File: config.mk
export PLATFORM = sky130hd
export DESIGN_NAME = float_to_fixed_theta
export DESIGN_NICKNAME = d
export VERILOG_FILES = /design/src/rtl/float_to_fixed_theta.sv
export SDC_FILE = /design/constraint.sdc
export NUM_CORES = 1
export LEC_CHECK = 0
export CAP_MARGIN = 20
export CORE_MARGIN = 4
export CORE_UTILIZATION = 30
export DETAILED_ROUTE_END_ITERATION = 7
export PLACE_DENSITY_LB_ADDON = 0.1
export SYNTH_ARGS = -nofsm -noshare
export SYNTH_HDL_FRONTEND = slang
export SYNTH_SLANG_ARGS = --single-unit
File: constraint.sdc
create_clock -name clk -period 6.5 [get_ports clk]
set_input_delay 1.3 -clock clk [delete_from_list [all_inputs] [get_ports clk]]
set_output_delay 1.3 -clock clk [all_outputs]
set_load 0.05 [all_outputs]
File: src/rtl/float_to_fixed_theta.sv
// IEEE-754 single-precision angle to signed fixed-point theta for the CORDIC core.
// Mantissa alignment is a 1-bit/cycle shifter, so latency follows the exponent.
module float_to_fixed_theta #(
  parameter int WIDTH     = 23,
  parameter int FRAC_BITS = 21
) (
  input  logic             clk,
  input  logic             reset,
  input  logic             clk_en,
  input  logic             start,
  input  logic [31:0]      float_in,
  output logic             done,
  output logic [WIDTH-1:0] fixed_out,
  output logic             sat,
  output logic             invalid
);

  localparam int MW         = 24;
  localparam int CW         = 5;
  localparam int SHIFT_BASE = (WIDTH - FRAC_BITS) + 127;
  localparam int XW         = (WIDTH > MW + 1) ? WIDTH : MW + 1;
  localparam logic [WIDTH-1:0] MAX_MAG  = {1'b0, {(WIDTH-1){1'b1}}};
  localparam logic [XW-1:0]    MAX_WIDE = XW'(MAX_MAG);

  typedef enum logic [1:0] {
    S_IDLE,
    S_SHIFT,
    S_ROUND
  } state_t;

  state_t r_state;
  state_t w_state_nxt;

  logic [CW-1:0]    r_cnt;
  logic [MW-1:0]    r_acc;
  logic             r_guard;
  logic             r_sign;
  logic             r_sat_pend;
  logic             r_inv_pend;

  logic [7:0]       w_exp;
  int               w_n;
  logic             w_is_special;
  logic             w_is_zero;
  logic             w_is_sat;
  logic             w_is_tiny;
  logic             w_fast;
  logic [MW:0]      w_mag_raw;
  logic [XW-1:0]    w_mag_wide;
  logic             w_ovf;
  logic [WIDTH-1:0] w_mag;
  logic [WIDTH-1:0] w_result;

  assign w_exp        = float_in[30:23];
  assign w_n          = SHIFT_BASE - int'(w_exp);
  assign w_is_special = (w_exp == 8'hff);
  assign w_is_zero    = (w_exp == 8'h00);
  assign w_is_sat     = (w_n <= 1);
  assign w_is_tiny    = (w_n > MW);
  assign w_fast       = w_is_special | w_is_zero | w_is_sat | w_is_tiny;

  // Inputs just below the saturation threshold can round up into the sign bit.
  assign w_mag_raw  = {1'b0, r_acc} + (MW+1)'(r_guard);
  assign w_mag_wide = XW'(w_mag_raw);
  assign w_ovf      = (w_mag_wide > MAX_WIDE);
  assign w_mag      = (r_sat_pend || w_ovf) ? MAX_MAG : WIDTH'(w_mag_wide);
  assign w_result   = r_sign ? (~w_mag + WIDTH'(1)) : w_mag;

  always_ff @(posedge clk or negedge reset) begin
    if (!reset) begin
      r_state <= S_IDLE;
    end else if (clk_en) begin
      r_state <= w_state_nxt;
    end
  end

  always_comb begin
    w_state_nxt = r_state;
    unique case (r_state)
      S_IDLE:  if (start) w_state_nxt = w_fast ? S_ROUND : S_SHIFT;
      S_SHIFT: if (r_cnt == CW'(1)) w_state_nxt = S_ROUND;
      S_ROUND: w_state_nxt = S_IDLE;
      default: w_state_nxt = S_IDLE;
    endcase
  end

  always_ff @(posedge clk or negedge reset) begin
    if (!reset) begin
      r_cnt      <= '0;
      r_acc      <= '0;
      r_guard    <= 1'b0;
      r_sign     <= 1'b0;
      r_sat_pend <= 1'b0;
      r_inv_pend <= 1'b0;
      done       <= 1'b0;
      fixed_out  <= '0;
      sat        <= 1'b0;
      invalid    <= 1'b0;
    end else if (clk_en) begin
      done <= 1'b0;
      unique case (r_state)
        S_IDLE: begin
          if (start) begin
            r_sign     <= float_in[31];
            r_guard    <= 1'b0;
            sat        <= 1'b0;
            invalid    <= 1'b0;
            r_inv_pend <= w_is_special;
            r_sat_pend <= !w_is_special && !w_is_zero && w_is_sat;
            if (w_fast) begin
              r_acc <= '0;
              r_cnt <= '0;
            end else begin
              r_acc <= {1'b1, float_in[22:0]};
              r_cnt <= CW'(w_n);
            end
          end
        end
        S_SHIFT: begin
          r_guard <= r_acc[0];
          r_acc   <= r_acc >> 1;
          r_cnt   <= r_cnt - CW'(1);
        end
        S_ROUND: begin
          fixed_out <= w_result;
          sat       <= r_sat_pend | w_ovf;
          invalid   <= r_inv_pend;
          done      <= 1'b1;
        end
        default: ;
      endcase
    end
  end

endmodule

# Yosys cells after proc, flatten, opt, wreduce, memory -nomap -nowiden
# Index checks and enable logic that the tools add are counted.
[op_classes]
n_addsub = 4
order_cmp = 3
n_eq_ne = 6
muxes = 17
bitwise_logic = 5
n_reduce_logical = 14
[op_table]
columns = ["op", "n"]
rows = [
  ["2-to-1 mux 24 bit", 2],
  ["one-hot mux 24 bit (2 select lines)", 1],
  ["2-to-1 mux 23 bit", 2],
  ["adder 24 x 1 -> 25 bit", 1],
  ["greater-than comparator 25 x 22 -> 1 bit (second input constant)", 1],
  ["adder 23 x 1 -> 23 bit (second input constant)", 1],
  ["NOT 23 bit", 1],
  ["AND reduction 3 bit", 4],
  ["2-to-1 mux 5 bit", 2],
  ["one-hot mux 5 bit (2 select lines)", 1],
  ["greater-than comparator 9 x 6 -> 1 bit (second input constant)", 1],
  ["less-or-equal comparator 9 x 2 -> 1 bit (second input constant)", 1],
  ["subtractor 8 x 8 -> 9 bit (first input constant)", 1],
  ["equality test 8 bit (second input constant)", 1],
  ["zero test 8 bit", 1],
  ["2-to-1 mux 2 bit", 3],
  ["one-hot mux 1 bit (2 select lines)", 3],
  ["equality test 5 x 1 -> 1 bit (second input constant)", 1],
  ["subtractor 5 x 1 -> 5 bit (second input constant)", 1],
  ["!= test 2 bit (second input constant)", 2],
  ["OR 1 bit", 4],
  ["one-hot mux 2 bit (2 select lines)", 1],
  ["nonzero test 2 bit", 2],
  ["equality test 2 x 1 -> 1 bit (second input constant)", 1],
  ["other kinds (7)", 10],
]
[word_totals]
ff_bits = 61
inputBits = 36
output_inout_bits = 26
word_cells = 60

# Logic depth before layout (Yosys ltp)
[logic_depth]
word_depth = 7
ltp_mapped = 19
depth_no_buf = 15

# Worst setup path before layout
# No wires, ideal clock.
[synth_timing]
path_kind = "register to register"
startpoint = "register r_acc[0]"
endpoint = "register fixed_out[20]"
setup_ns = 0.127
arrival_ns = 4.318
required_ns = 6.373
slack_ns = 2.055
path_stages_with_launch = 20
path_buffers = 4
period_less_slack_ns = 4.445
cell_sequence = "dfrtp_1 -> ha_1 -> ha_1 -> buf_6 -> and4_1 -> buf_6 -> nand4_4 -> nor4_1 -> nor2_1 -> clkbuf_1 -> nor2_1 -> ha_1 -> or4b_2 -> o31ai_1 -> and4_1 -> clkbuf_1 -> nand4_1 -> a2111oi_0 -> mux2i_1 -> nand3_1"
[synth_between]
elab_chain_len = 7
[synth_rtl]
columns = ["item", "line_no", "text"]
rows = [
  ["start: declaration", "35", "logic [MW-1:0] r_acc;"],
  ["start signal: assignment", "114", "r_acc <= {1'b1, float_in[22:0]};"],
  ["start signal: assignment", "121", "r_acc <= r_acc >> 1;"],
  ["adder 24 x 1 -> 25 bit *", "63", "assign w_mag_raw = {1'b0, r_acc} + (MW+1)'(r_guard);"],
  ["greater-than comparator 25 x 22 -> 1 bit", "65", "assign w_ovf = (w_mag_wide > MAX_WIDE);"],
  ["logical OR 1 bit", "66", "assign w_mag = (r_sat_pend || w_ovf) ? MAX_MAG : WIDTH'(w_mag_wide);"],
  ["2-to-1 mux 23 bit *", "66", ""],
  ["NOT 23 bit", "67", "assign w_result = r_sign ? (~w_mag + WIDTH'(1)) : w_mag;"],
  ["adder 23 x 1 -> 23 bit", "67", ""],
  ["2-to-1 mux 23 bit *", "67", ""],
  ["end signal: assignment", "125", "fixed_out <= w_result;"],
  ["end: declaration", "13", "output logic [WIDTH-1:0] fixed_out,"],
]
# Mark *: on every way between the ends. The rest lies on a longest branch, timed or not.
# A chain may end at the register's enable or synchronous reset.

# Final worst setup path
# Ends and elaborated chain as after synthesis.

==> reports/results.ini <==
[power_and_ir_drop]
peakVddDrop_uv=166
power_frac_comb_pct=52.4
p_int_mw=1.36
swShare_pct=48.1
p_per_area_mw_per_mm2=489
pwr-share-seq_pct=29.7
power.switching_mw=1.26
leakagePower_nw=2.21
clock_power_share_pct=17.9

[logic_synthesis]
muxShareOfSynthArea_pct=2.40
async_reset_ff_share_pct=100
avgSynthCellArea_sq_um=8.09
yosysSeqAreaShare_pct=34.9
yosysWarnings=0
synthDistinctLibCells=63
synth-compound-area-share_pct=21.0
netlist_area_sq_mm=0.00437
synthSimpleGateAreaFrac_pct=29.5
synth_edf_count=0
synthAdderAreaFrac_pct=2.29
syn_nets=584
ys.flop_type=dfrtp_1
synth_xor_area_share_pct=4.61
synth_top_family_by_area=simple AND/OR/NAND/NOR gates
ys_ff_latch=61
synth_cells=540

[final_layout]
final_layout_size_suffix_gt1_share_pct=6.86
multi_input_area_sq_mm=0.00262
areaGrowthSynthToFinish_pct=22.8
diodes=0
fin_nets=622
finalNonFillerCells=763
ff_latch_area_sq_mm=0.00153
n_fill_cell=1463

[cts]
postCtsSetupRepairBufs=0
cts.sinks=61
root_buffer=clkbuf_16
postCtsHoldBufs=0
htree_levels=3
clock_path_buffers=2
cts.repair.resized=0
cts_buffers=9
cts_tree=yes
clkTransAtPathRegs_ps=50
clock_latency_ps=340

[timing]
slew_headroom_pct=30.8
hold_viol_final=0
tns_ps=0
finalMaxSlewViolations=0
rsz0062_at_grt=no
period_share_pct=76.4
finalCriticalPeriod_ps=4960
fmax_ghz=0.201
tightestPinTransition_ps=1040
finClkSkew_ps=5.31
setup_viol=0

[drt]
viasPerCell=5.50
vias=4194
dr.pass1.iters=5
wire_per_inst_um=16.4
route.antenna.remaining_nets=0
drc=0
routed_wl_um=12500
drt-initial-drc-count=346

[setup_path]
arrival_ps=5180
crit_type=reg -> reg
r2r-start=r_acc[0]
cp_data_required_time_ps=6710
cp-start-kind=flop
rrSetupSlack_ps=1540
r2r_cells=16
cp-startpoint=r_acc[0]
timing.rr.end=fixed_out[20]
worstPathMaxFanout=17
cp-end-kind=flop

[global_route]
first_global_vias=3969
overflow=0
grt_max_degree=62
antenna_found_initial=0
grt_usage_pct=15.6
grt_pass1_wl_um=20700

[die]
core_area_sq_mm=0.0141
die_h_um=129
dieArea_sq_mm=0.0166
start_util_pct=31.0
rows=43
pin_count=62
die_w_um=129

[placed_design]
place_congestion=0.889
portBuffers=61
hpwl_um=9420
place_inst=747

[hold_path]
min_to=fixed_out[8]
hp-class=reg -> reg
hold_depth=2
min_from=fixed_out[8]

[run_status]
outcome=finished clean

[run]
max_cap_viol_count=0

==> power groups by stage <==
stage          Sequential [mW]  Clock, mW  Combinational [mW]
6_report                 0.779      0.470                1.38
2_1_floorplan            0.892          0               0.849
3_5_place_dp             0.783          0                1.38
4_1_cts                  0.777      0.483                1.38
3_3_place_gp             0.774          0                1.38
5_1_grt                  0.816      0.500                1.52
==> per-stage QoR <==
step / instance area, sq um / utilization [%] / setup WS (ps) / power [mW] / hold slack [ps]
after CTS: 5370 / 38.1 / 1540 / 2.64 / 481
after global routing: 5370 / 38.1 / 1110 / 2.83 / 493
after global placement: 5080 / 36.0 / 1770 / 2.16 / 460
after floorplan: 4370 / - / 2050 / 1.74 / 469
after detailed placement: 5080 / 36.0 / 1550 / 2.16 / 470
final: 5370 / 38.1 / 1540 / 2.63 / 476
==> worst max-delay path: stages (launching register included) <==
cell and delay (ps):
dfrtp_1 400, ha_1 170, ha_1 360, and4_1 400, nand4_4 140, nor4_1 360, nor2_1 90, buf_4 200
nor2_1 140, ha_1 200, or4b_2 580, o31ai_1 120, and4_1 360, nand4_1 300, a2111oi_0 660, mux2i_1 250
nand3_1 100
==> registers in the layout (all words and copies together) (netlist names) <==
name,flops
r_inv_pend,1
r_sat_pend,1
r_guard,1
sat,1
r_state,2
fixed_out,23
invalid,1
r_sign,1
r_cnt,5
done,1
r_acc,24
==> cells in the final DEF (no fill, tap or decap), types with 4 or more instances in the layout <==
cell type / count
a2111oi_0: 4
a211oi_1: 4
a21o_1: 8
a21oi_1: 15
a221oi_1: 10
a22oi_1: 20
and2_1: 5
and3_1: 7
and4_1: 7
buf_4: 7
clkbuf_16: 9
clkdlybuf4s50_1: 60
clkinv_2: 4
dfrtp_1: 61
ha_1: 8
inv_1: 12
mux2_2: 4
mux2i_1: 6
nand2_1: 73
nand3_1: 38
nand4_1: 18
nor2_1: 41
nor2b_1: 5
nor3_1: 19
nor4_1: 7
o21a_1: 4
o21ai_0: 35
o31ai_1: 6
or3_1: 8
xnor2_1: 13
xor2_1: 10
==> cells in the mapped netlist, types with 7 or more instances <==
| cell type | number | area [sq um] |
|---|---|---|
| nand2_1 | 73 | 274 |
| dfrtp_1 | 61 | 1530 |
| nor2_1 | 41 | 154 |
| nand3_1 | 38 | 190 |
| o21ai_0 | 35 | 175 |
| clkbuf_1 | 27 | 101 |
| nor3_1 | 21 | 105 |
| a22oi_1 | 20 | 150 |
| nand4_1 | 18 | 113 |
| a21oi_1 | 15 | 75.1 |
| xnor2_1 | 13 | 114 |
| inv_1 | 12 | 45.0 |
| a221oi_1 | 10 | 87.6 |
| xor2_1 | 10 | 87.6 |
| buf_2 | 9 | 45.0 |
| a21o_1 | 8 | 60.1 |
| ha_1 | 8 | 100 |
| or3_1 | 8 | 50.1 |
| and3_1 | 7 | 43.8 |
| and4_1 | 7 | 61.3 |
| nor4_1 | 7 | 43.8 |
==> layout make-up <==
class | count | share of cell area [%]
inverter | 12 | 0.839
sequential | 61 | 28.4
tap | 180 | 4.19
clock buffer | 11 | 4.52
multi-input combinational | 426 | 48.8
clock inverter | 5 | 0.932
timing repair buffer | 68 | 12.3
==> how the worst max path moves through the flow <==
stage / depth (start not counted) / endpoint / slack [ps]
after floorplan: 19 / fixed_out[20] / 2050
after global placement: 16 / fixed_out[22] / 1770
after detailed placement: 16 / fixed_out[20] / 1550
after CTS: 16 / fixed_out[20] / 1540
after global routing: 16 / fixed_out[20] / 1110
final: 16 / fixed_out[20] / 1540
==> kinds of logic after synthesis <==
group	count (synthesis)
xor+xnor	23
flops	61
buf+inv	53
compound gates	133
mux	10
simple gates	252
fa+ha+maj	8
==> layer usage <==
metal / GRT usage, % / routed length, um / vias up
li1: - / - / 2083
met1: 23.5 / 6440 / 1967
met2: 21.7 / 5200 / 129
met3: 4.28 / 715 / 15
met4: 3.95 / 123 / 0
met5: 0 / 0 / -
Note: power is estimated with default switching activity, not from simulation.
